--- src/rtl/player_anim_pkg.sv ---
// player_anim_pkg
// Shared definitions for the player animation path (sequencer and sprite
// mapper): state encodings, default animation lengths and the sprite size.
// No ports; import with "import player_anim_pkg::*;".
package player_anim_pkg;

  // Encodings are shared with player_sprite_mapper; value 2 is reserved.
  typedef enum logic [3:0] {
    S_IDLE = 4'd0,
    S_MOVE = 4'd1,
    S_ATK1 = 4'd3,
    S_ATK2 = 4'd4,
    S_HIT  = 4'd5
  } anim_state_e;

  localparam int FRAME_W             = 6;
  localparam int DEF_TICK_DIV        = 4;
  localparam int DEF_IDLE_FRAMES     = 10;
  localparam int DEF_RUN_FRAMES      = 8;
  localparam int DEF_ATK1_FRAMES     = 18;
  localparam int DEF_ATK2_FRAMES     = 12;
  localparam int DEF_HIT_FRAMES      = 6;
  localparam int DEF_ATK1_HIT_START  = 8;
  localparam int DEF_ATK1_HIT_END    = 11;

  // Sprite cell edge length in pixels.
  localparam int SPRITE_SIZE         = 126;

endpackage

--- src/rtl/player_anim_sequencer_tick_div.sv ---
// anim_tick_div
// Divides the per-video-frame tick down to animation frame steps.
// Ports:
//   clk, reset  - clock and synchronous active-high reset
//   clr         - synchronous clear of the divider (state change/restart)
//   frame_tick  - one-cycle pulse per video frame
//   step        - one-cycle pulse on the TICK_DIV-th frame_tick
module anim_tick_div #(
  parameter int TICK_DIV = 4
) (
  input  logic clk,
  input  logic reset,
  input  logic clr,
  input  logic frame_tick,
  output logic step
);

  localparam logic [3:0] LAST = 4'(TICK_DIV - 1);

  logic [3:0] cnt_q;

  assign step = frame_tick && (cnt_q == LAST);

  always_ff @(posedge clk) begin
    if (reset || clr) begin
      cnt_q <= '0;
    end else if (frame_tick) begin
      if (cnt_q == LAST) cnt_q <= '0;
      else               cnt_q <= cnt_q + 4'd1;
    end
  end

endmodule

--- src/rtl/player_anim_sequencer.sv ---
// player_anim_sequencer
// Per-player animation state machine feeding player_sprite_mapper.
// Ports:
//   clk, reset        - game-logic clock, synchronous active-high reset
//   frame_tick        - one-cycle pulse per video frame
//   btn_left/right    - debounced direction levels
//   btn_atk1/atk2     - debounced attack request levels
//   hit_in            - one-cycle pulse: player was struck
//   anim_state        - current state encoding (player_anim_pkg)
//   anim_frame        - frame index within the current state
//   facing_right      - 1 = facing right
//   attack_active     - attack1 hitbox live
//   busy              - in a one-shot (ATK1/ATK2/HIT)
//   anim_done         - one-cycle pulse when a one-shot finishes
// Build option: define ATK_COMBO_EN to chain ATK1 into ATK2 when btn_atk1 is
// pressed during the ATK1 recovery frames.
module player_anim_sequencer
  import player_anim_pkg::*;
#(
  parameter int TICK_DIV       = DEF_TICK_DIV,
  parameter int IDLE_FRAMES    = DEF_IDLE_FRAMES,
  parameter int RUN_FRAMES     = DEF_RUN_FRAMES,
  parameter int ATK1_FRAMES    = DEF_ATK1_FRAMES,
  parameter int ATK2_FRAMES    = DEF_ATK2_FRAMES,
  parameter int HIT_FRAMES     = DEF_HIT_FRAMES,
  parameter int ATK1_HIT_START = DEF_ATK1_HIT_START,
  parameter int ATK1_HIT_END   = DEF_ATK1_HIT_END,
  parameter int INIT_FACING    = 1
) (
  input  logic       clk,
  input  logic       reset,
  input  logic       frame_tick,
  input  logic       btn_left,
  input  logic       btn_right,
  input  logic       btn_atk1,
  input  logic       btn_atk2,
  input  logic       hit_in,
  output logic [3:0] anim_state,
  output logic [5:0] anim_frame,
  output logic       facing_right,
  output logic       attack_active,
  output logic       busy,
  output logic       anim_done
);

  localparam logic [5:0] HIT_START = 6'(ATK1_HIT_START);
  localparam logic [5:0] HIT_END   = 6'(ATK1_HIT_END);

  anim_state_e state_q, state_d;
  logic [5:0]  frame_q, frame_d;
  logic        facing_q, facing_d;
  logic        active_q, active_d;
  logic        busy_q, busy_d;
  logic        done_q, done_d;
  logic        restart;
  logic        step;
`ifdef ATK_COMBO_EN
  logic        combo_q, combo_d;
  logic        combo_set;
`endif

  function automatic logic [5:0] last_frame(input anim_state_e s);
    case (s)
      S_IDLE:  return 6'(IDLE_FRAMES - 1);
      S_MOVE:  return 6'(RUN_FRAMES - 1);
      S_ATK1:  return 6'(ATK1_FRAMES - 1);
      S_ATK2:  return 6'(ATK2_FRAMES - 1);
      S_HIT:   return 6'(HIT_FRAMES - 1);
      default: return 6'd0;
    endcase
  endfunction

  // Divider is cleared whenever the state is (re)entered so every state
  // starts with a full TICK_DIV period on frame 0.
  anim_tick_div #(
    .TICK_DIV (TICK_DIV)
  ) u_tick_div (
    .clk        (clk),
    .reset      (reset),
    .clr        (restart),
    .frame_tick (frame_tick),
    .step       (step)
  );

  always_comb begin
    state_d  = state_q;
    frame_d  = frame_q;
    facing_d = facing_q;
    done_d   = 1'b0;
    restart  = 1'b0;
`ifdef ATK_COMBO_EN
    combo_d   = combo_q;
    combo_set = (state_q == S_ATK1) && btn_atk1 && (frame_q > HIT_END);
`endif

    if (hit_in) begin
      // Hit wins over everything, and re-entering HIT restarts it.
      state_d = S_HIT;
      restart = 1'b1;
`ifdef ATK_COMBO_EN
      combo_d = 1'b0;
`endif
    end else begin
      case (state_q)
        S_IDLE, S_MOVE: begin
          if (btn_left ^ btn_right) facing_d = btn_right;
          if (btn_atk1)                  state_d = S_ATK1;
          else if (btn_atk2)             state_d = S_ATK2;
          else if (btn_left ^ btn_right) state_d = S_MOVE;
          else                           state_d = S_IDLE;
          if (state_d != state_q) begin
            restart = 1'b1;
          end else if (step) begin
            if (frame_q == last_frame(state_q)) frame_d = '0;
            else                                frame_d = frame_q + 6'd1;
          end
        end
        S_ATK1, S_ATK2, S_HIT: begin
`ifdef ATK_COMBO_EN
          if (combo_set) combo_d = 1'b1;
`endif
          if (step) begin
            if (frame_q == last_frame(state_q)) begin
              done_d  = 1'b1;
              restart = 1'b1;
              state_d = S_IDLE;
`ifdef ATK_COMBO_EN
              if (state_q == S_ATK1 && (combo_q || combo_set)) state_d = S_ATK2;
              combo_d = 1'b0;
`endif
            end else begin
              frame_d = frame_q + 6'd1;
            end
          end
        end
        default: begin
          // Unused encodings recover to IDLE.
          state_d = S_IDLE;
          restart = 1'b1;
        end
      endcase
    end

    if (restart) frame_d = '0;

    // Hitbox and busy are derived from the next state so they stay aligned
    // with anim_state/anim_frame on the output registers.
    active_d = (state_d == S_ATK1) && (frame_d >= HIT_START) && (frame_d <= HIT_END);
    busy_d   = (state_d == S_ATK1) || (state_d == S_ATK2) || (state_d == S_HIT);
  end

  always_ff @(posedge clk) begin
    if (reset) begin
      state_q  <= S_IDLE;
      frame_q  <= '0;
      facing_q <= 1'(INIT_FACING);
      active_q <= 1'b0;
      busy_q   <= 1'b0;
      done_q   <= 1'b0;
`ifdef ATK_COMBO_EN
      combo_q  <= 1'b0;
`endif
    end else begin
      state_q  <= state_d;
      frame_q  <= frame_d;
      facing_q <= facing_d;
      active_q <= active_d;
      busy_q   <= busy_d;
      done_q   <= done_d;
`ifdef ATK_COMBO_EN
      combo_q  <= combo_d;
`endif
    end
  end

  assign anim_state    = state_q;
  assign anim_frame    = frame_q;
  assign facing_right  = facing_q;
  assign attack_active = active_q;
  assign busy          = busy_q;
  assign anim_done     = done_q;

endmodule

--- config.mk ---
export PLATFORM = sky130hd
export DESIGN_NAME = player_anim_sequencer
export DESIGN_NICKNAME = d
export VERILOG_FILES = /design/src/rtl/player_anim_pkg.sv /design/src/rtl/player_anim_sequencer_tick_div.sv /design/src/rtl/player_anim_sequencer.sv
export SDC_FILE = /design/constraint.sdc
export NUM_CORES = 1
export LEC_CHECK = 0
export BUFFER_PORTS_ARGS = -buffer_cell sky130_fd_sc_hd__buf_2
export CORE_MARGIN = 3
export CORE_UTILIZATION = 50
export DETAILED_ROUTE_END_ITERATION = 8
export MAX_ROUTING_LAYER = met4
export PLACE_DENSITY = 0.75
export RECOVER_POWER = 100
export SKIP_CTS_REPAIR_TIMING = 1
export SYNTH_ARGS = -nofsm -noshare
export SYNTH_HDL_FRONTEND = slang
export SYNTH_SLANG_ARGS = --single-unit
--- constraint.sdc ---
create_clock -name clk -period 2.7 [get_ports clk]
set_input_delay 0.27 -clock clk [delete_from_list [all_inputs] [get_ports clk]]
set_output_delay 0.27 -clock clk [all_outputs]
set_load 0.05 [all_outputs]
==> results of run 1 <==
[per-layer routing]
metal | part of all wire | up-vias | global-route usage
li1 | - | 594 | -
met1 | 0.46 | 563 | 0.254
met5 | 0 | - | -
met4 | 0.011 | 0 | 0.0712
met3 | 0.062 | 4 | 0.0368
met2 | 0.47 | 38 | 0.307
[cells in the mapped netlist (2+ instances only)]
cell type and instances:
dfxtp_1 18, nand2_1 16, a21oi_1 14, nor2_1 13
nand3_1 7, o21ai_0 6, buf_2 4, inv_1 4
nand3b_1 4, a31oi_1 3, buf_6 3, ha_1 3
nand2b_1 3, nor3_1 3, nor4_1 3, a21boi_0 2
and3_1 2, mux2i_1 2, nand4_1 2, nand4b_1 2
o211ai_1 2, o31ai_1 2, xnor2_1 2, xor2_1 2
[cell families (layout without fill, tap and decap cells)]
| kind of cell | after synthesis | count (layout) |
|---|---|---|
| buf+inv | 12 | 32 |
| other cells | 1 | 1 |
| flops | 18 | 18 |
| compound gates | 42 | 42 |
| fa+ha+maj | 3 | 3 |
| xor+xnor | 6 | 6 |
| mux | 3 | 3 |
| simple gates | 64 | 64 |
[worst min-delay path by stage]
stage,cells after the start,slack [ns],startpoint,to
after detailed placement,2,0.50,u_tick_div.cnt_q[2]$_SDFFE_PP0P_,u_tick_div.cnt_q[2]$_SDFFE_PP0P_
after global routing,2,0.22,reset,anim_state[0]$_SDFF_PP0_
after global placement,2,0.48,u_tick_div.cnt_q[2]$_SDFFE_PP0P_,u_tick_div.cnt_q[2]$_SDFFE_PP0P_
after CTS,2,0.21,reset,anim_state[0]$_SDFF_PP0_
after floorplan,1,0.34,reset,anim_state[0]$_SDFF_PP0_
final,2,0.22,reset,anim_state[0]$_SDFF_PP0_
[cell usage in the layout, fill, tap and decap left out, types with 2 or more instances in the layout]
cell,instances
dfxtp_1,18
nand2_1,16
clkbuf_1,15
a21oi_1,14
nor2_1,13
o21ai_0,7
nand3_1,7
buf_2,7
inv_1,4
nand3b_1,4
nand2b_1,3
nand4_1,3
nor4_1,3
nor3_1,3
a31oi_1,3
ha_1,3
clkbuf_4,3
xnor2_1,2
mux2i_1,2
xor2_1,2
o31ai_1,2
o211ai_1,2
a21boi_0,2
and3_1,2
nand4b_1,2
buf_4,2
[stage by stage]
| stage | hold slack (ns) | cell area, µm² |
|---|---|---|
| 2_1_floorplan | 0.339 | 1260 |
| 5_1_grt | 0.223 | 1360 |
| 3_3_place_gp | 0.481 | 1370 |
| 6_report | 0.217 | 1360 |
| 3_5_place_dp | 0.496 | 1370 |
| 4_1_cts | 0.209 | 1410 |
[layout make-up]
cell class,instances,share of cell area
clock buffer,4,0.0267
inverter,4,0.0110
multi-input combinational,119,0.593
sequential,18,0.265
tap,28,0.0258
timing repair buffer,24,0.0783
[flip-flops by register name, indices dropped and copies added, names as in the netlist]
register          count
anim_done             1
anim_frame            6
anim_state            4
attack_active         1
busy                  1
facing_right          1
u_tick_div.cnt_q      4
[power by group through the flow]
stage / clock network, mW / registers [mW] / logic [mW]
after floorplan: 0 / 0.309 / 0.0802
after global placement: 0 / 0.292 / 0.123
after detailed placement: 0 / 0.292 / 0.125
after CTS: 0.173 / 0.286 / 0.126
after global routing: 0.188 / 0.288 / 0.131
final: 0.171 / 0.287 / 0.122
[worst max-delay path, stage by stage, from the launching register on]
cell and delay (ns):
dfxtp_1 0.57, xor3_1 0.47, o32a_1 0.20, o32ai_2 0.17, nand4_1 0.29, a22oi_1 0.29
nor4_1 0.10, or2_2 0.29
==> impl_metrics.yaml, run 1 <==
logic_synthesis:
  synthesis.instances: 149
  synth_top_family_by_area: "simple AND/OR/NAND/NOR gates"
  yosys_register_bits: 18
  synth_top_area_share: 0.285
  synth-compound-area-share: 0.244
  synth_cell_types: 51
  ys_async_sr_fraction: 0
  synth_area_leader_cell: "dfxtp_1"
  synth_xor_area_frac: 0.0643
  synth_edf_count: 0
  synth.area.top_cells: "dfxtp_1, a21oi_1, nand2_1"
  syn_nets: 160
  synth_fa_ha_area_frac: 0.0297
  ys_seq_area_frac: 0.285
  synthFlopType: "dfxtp_1"
  netlist_area_um2: 1260
  synth_simple_gate_area_share: 0.292
  synth_area_per_cell_um2: 8.49
  yosysWarnings: 0
  synthMuxAreaShare: 0.0247
route:
  drt_iter0_markers: 57
  via_count: 1199
  post-route-drc-count: 0
  dr.pass1.iters: 4
  ant_nets: 0
  viasPerCell: 6.09
  wire_per_inst_um: 15.6
  routed_wl_um: 3060
final_layout:
  regArea_um2: 360
  insertedDiodeCount: 0
  instances_no_fill: 197
  area_growth_pct: 7.42
  nNetsFinal: 181
  multi_input_area_um2: 806
  final_core_util: 0.592
  n_fill_cell: 229
  drive_gt1_frac: 0.124
critical_path:
  cp.arrival_ns: 2.69
  crit_type: "reg2reg"
  r2r_setup_slack_ns: 0.20
  start_kind: "flip-flop"
  worstRegToRegCells: 7
  end_kind: "flip-flop"
  startpoint: "anim_state[0]$_SDFF_PP0_"
  cp-endpoint: "busy$_SDFF_PP0_"
  cp.required_ns: 2.89
  regToRegStartpoint: "anim_state[0]$_SDFF_PP0_"
  path_max_fanout: 12
  r2r_end: "busy$_SDFF_PP0_"
pwr:
  total_power_mw: 0.580
  intPower_mw: 0.399
  vdd_ir_drop_max_v: 0.000287
  p_sw_mw: 0.181
  p_leak_nw: 0.501
  power_frac_comb: 0.210
  powerDensity_nw_per_um2: 427
  switching_share: 0.312
  p_clk_frac: 0.295
  pwr-share-seq: 0.494
timing:
  tns_ns: 0
  maxSlewHeadroom: 0.603
  setup_ws_ns: 0.203
  fin_crit_sh: 0.925
  slew_violations: 0
  setup_viol: 0
  clock-skew-final_ns: 0.00898
  fin_crit_ns: 2.50
  timing.fmax_ghz: 0.400
  rsz0062_at_grt: "false"
  worst_pin_slew_ns: 0.598
  hold_viol_final: 0
run:
  drv_cap: 0
floorplan:
  dieArea_um2: 3170
  core_area_um2: 2300
  die_y_um: 56.3
  die_w_um: 56.3
  rows: 17
  start_util: 0.551
  io_pins: 22
clocking:
  cts_tree: "built"
  clk_latency_ns: 0.30
  clockBufferDepth: 2
  cts_buffers: 3
  h-tree-depth: 1
  clk_pin_slew_worst_paths_ns: 0.11
  cts_root_buf: "clkbuf_4"
  cts.sinks: 18
run_status:
  outcome: "finished clean"
placement:
  dp_slack_ns: 0.289
  dp.cells: 193
  place_hpwl_um: 2320
  routabilityCongestion: 0.902
  numPortBuffers: 21
global_routing:
  grt_usage: 0.197
  antenna_found_initial: 0
  grt_pass1_vias: 1054
  overflow: 0
  grt_max_degree: 14
  grt_pass1_wl_um: 4890
min_path:
  min_path_type: "in2reg"
Note: power is estimated with default switching activity, not from simulation.
==> run 2: changes to the inputs <==
Settings changed: PLACE_DENSITY 0.75 to 0.76, SYNTH_HIERARCHICAL from default to 1.
==> impl_metrics.yaml, run 2 <==
route:
  routed_wl_um: 3150
  drt_iter0_markers: 90
  dr.pass1.iters: 4
  ant_nets: 0
  via_count: 1250
  viasPerCell: 6.31
  wire_per_inst_um: 15.9
  post-route-drc-count: 0
final_layout:
  area_growth_pct: 9.78
  final_core_util: 0.599
  drive_gt1_frac: 0.141
  fin_area_um2: 1380
  nNetsFinal: 182
  largest_reg_flops: 6
  layout_commonest_cell: "dfxtp_1"
  insertedDiodeCount: 0
  regArea_um2: 360
  mostFrequentLayoutCells: "dfxtp_1, nor2_1, clkbuf_1"
  n_fill_cell: 217
  instances_no_fill: 198
  multi_input_area_um2: 823
clocking:
  h-tree-depth: 1
  cts_root_buf: "clkbuf_4"
  clk_latency_ns: 0.30
  clk_pin_slew_worst_paths_ns: 0.11
  cts_tree: "built"
  cts_buffers: 3
  clockBufferDepth: 2
  cts.sinks: 18
global_routing:
  grt_pass1_wl_um: 5270
  grt_pass1_vias: 1159
  grt.busiest_layer: "met2"
  grt_max_degree: 16
  met2_usage: 0.332
  gr-usage-met3: 0.0580
  grt_usage: 0.212
  overflow: 0
  met1_usage: 0.263
  antenna_found_initial: 0
logic_synthesis:
  ys_async_sr_fraction: 0
  synth_area_per_cell_um2: 8.47
  synth.area.top_cells: "dfxtp_1, nor2_1, ha_1"
  synthFlopType: "dfxtp_1"
  netlist_area_um2: 1250
  synthesis.instances: 148
  synth_top_area_share: 0.287
  synth_area_leader_cell: "dfxtp_1"
  ys_seq_area_frac: 0.287
  synth_common_cells: "dfxtp_1, nor2_1, a21oi_1, nor3_1, nand2_1"
  synth_edf_count: 0
  synth_cell_types: 58
  syn_nets: 159
  yosys.cell_count.top_type: "dfxtp_1"
  yosysWarnings: 6
  yosys_register_bits: 18
timing:
  timing.fmax_ghz: 0.413
  clock-skew-final_ns: 0.0118
  setup_viol: 0
  hold_viol_final: 0
  slew_violations: 0
  rsz0062_at_grt: "false"
  fin_crit_sh: 0.897
  maxSlewHeadroom: 0.556
  fin_crit_ns: 2.42
  tns_ns: 0
  worst_pin_slew_ns: 0.662
  fin_hold_ws_ns: 0.211
  setup_ws_ns: 0.277
floorplan:
  start_util: 0.546
  dieArea_um2: 3140
  die_y_um: 56.1
  rows: 17
  io_pins: 22
  die_w_um: 56.1
  core_area_um2: 2300
pwr:
  p_sw_mw: 0.177
  pwr-share-seq: 0.504
  total_power_mw: 0.570
  intPower_mw: 0.393
  p_clk_frac: 0.295
  power_frac_comb: 0.202
  switching_share: 0.310
  p_leak_nw: 0.494
  vdd_ir_drop_max_v: 0.000434
  powerDensity_nw_per_um2: 414
critical_path:
  path_max_fanout: 15
  cp.arrival_ns: 2.60
  cp.required_ns: 2.87
  end_kind: "flip-flop"
  crit_type: "reg2reg"
  start_kind: "flip-flop"
placement:
  numPortBuffers: 21
  place_hpwl_um: 2420
  postPlaceCellArea_um2: 1380
  dp.cells: 194
  dp_slack_ns: 0.323
  routabilityCongestion: 0.871
min_path:
  min_path_type: "in2reg"
run_status:
  outcome: "finished clean"
run:
  drv_cap: 0
## run 2: changes by cell type in the layout (fill, tap and decap cells not counted), sizes merged, moves of 2 or more
cell / before / now
nand2: 16 / 8
a21oi: 14 / 7
nand3: 8 / 3
a31oi: 3 / 6
nor2: 13 / 16
nor2b: 0 / 3
nor3: 4 / 7
o211ai: 2 / 5
a211oi: 0 / 2
a21boi: 2 / 0
nor4: 3 / 1
o31a: 0 / 2
or3: 1 / 3
xnor2: 2 / 4
## run 2: area by class of cell
type | instances | area share
multi-input combinational | 120 | 0.598
sequential | 18 | 0.262
timing repair buffer | 24 | 0.0773
clock buffer | 4 | 0.0264
tap | 28 | 0.0255
inverter | 4 | 0.0109
## run 2: path summary, 6_finish.rpt
kind	start	slack (ns)	end	depth (start not counted)
worst max register to register	anim_state[3]$_SDFF_PP0_	0.28	u_tick_div/cnt_q[3]$_SDFFE_PP0P_	8
worst min-delay path	reset	0.21	anim_state[0]$_SDFF_PP0_	2
worst max-delay path	anim_state[3]$_SDFF_PP0_	0.28	u_tick_div/cnt_q[3]$_SDFFE_PP0P_	8
worst min register to register	facing_right$_SDFFE_PP1P_	0.55	facing_right$_SDFFE_PP1P_	2
## run 2: kinds of logic (layout without fill, tap and decap cells)
kind of cell             after synthesis  in the layout  synth area share
AND/OR/NAND/NOR                       63             63             0.287
AO/OA/AOI/OAI                         43             43             0.275
flip-flops                            18             18             0.287
buffers and inverters                 10             32            0.0389
XOR/XNOR                               7              7            0.0489
adder cells (fa/ha/maj)                3              3            0.0299
multiplexers                           3              3            0.0289
other                                  1              1           0.00299
## run 2: layer usage
layer	wire length [µm]	up-vias	share of wire
met5	0	-	0
li1	-	605	-
met2	1480	52	0.47
met1	1380	585	0.44
met4	61	0	0.019
met3	221	8	0.070
## run 2: power by group through the flow
stage / registers (mW) / logic, mW / clock network (mW)
4_1_cts: 0.286 / 0.117 / 0.172
3_3_place_gp: 0.292 / 0.115 / 0
2_1_floorplan: 0.308 / 0.0719 / 0
3_5_place_dp: 0.293 / 0.117 / 0
5_1_grt: 0.289 / 0.125 / 0.183
6_report: 0.287 / 0.115 / 0.168
## run 2: worst max-delay path: stages, from the launching register on
cell	delay (ns)
dfxtp_1	0.60
nor2_1	0.15
a2111oi_1	0.55
o31a_4	0.27
nand3_1	0.16
o21ai_0	0.25
nor2_1	0.09
o31ai_1	0.12
nor2_1	0.09
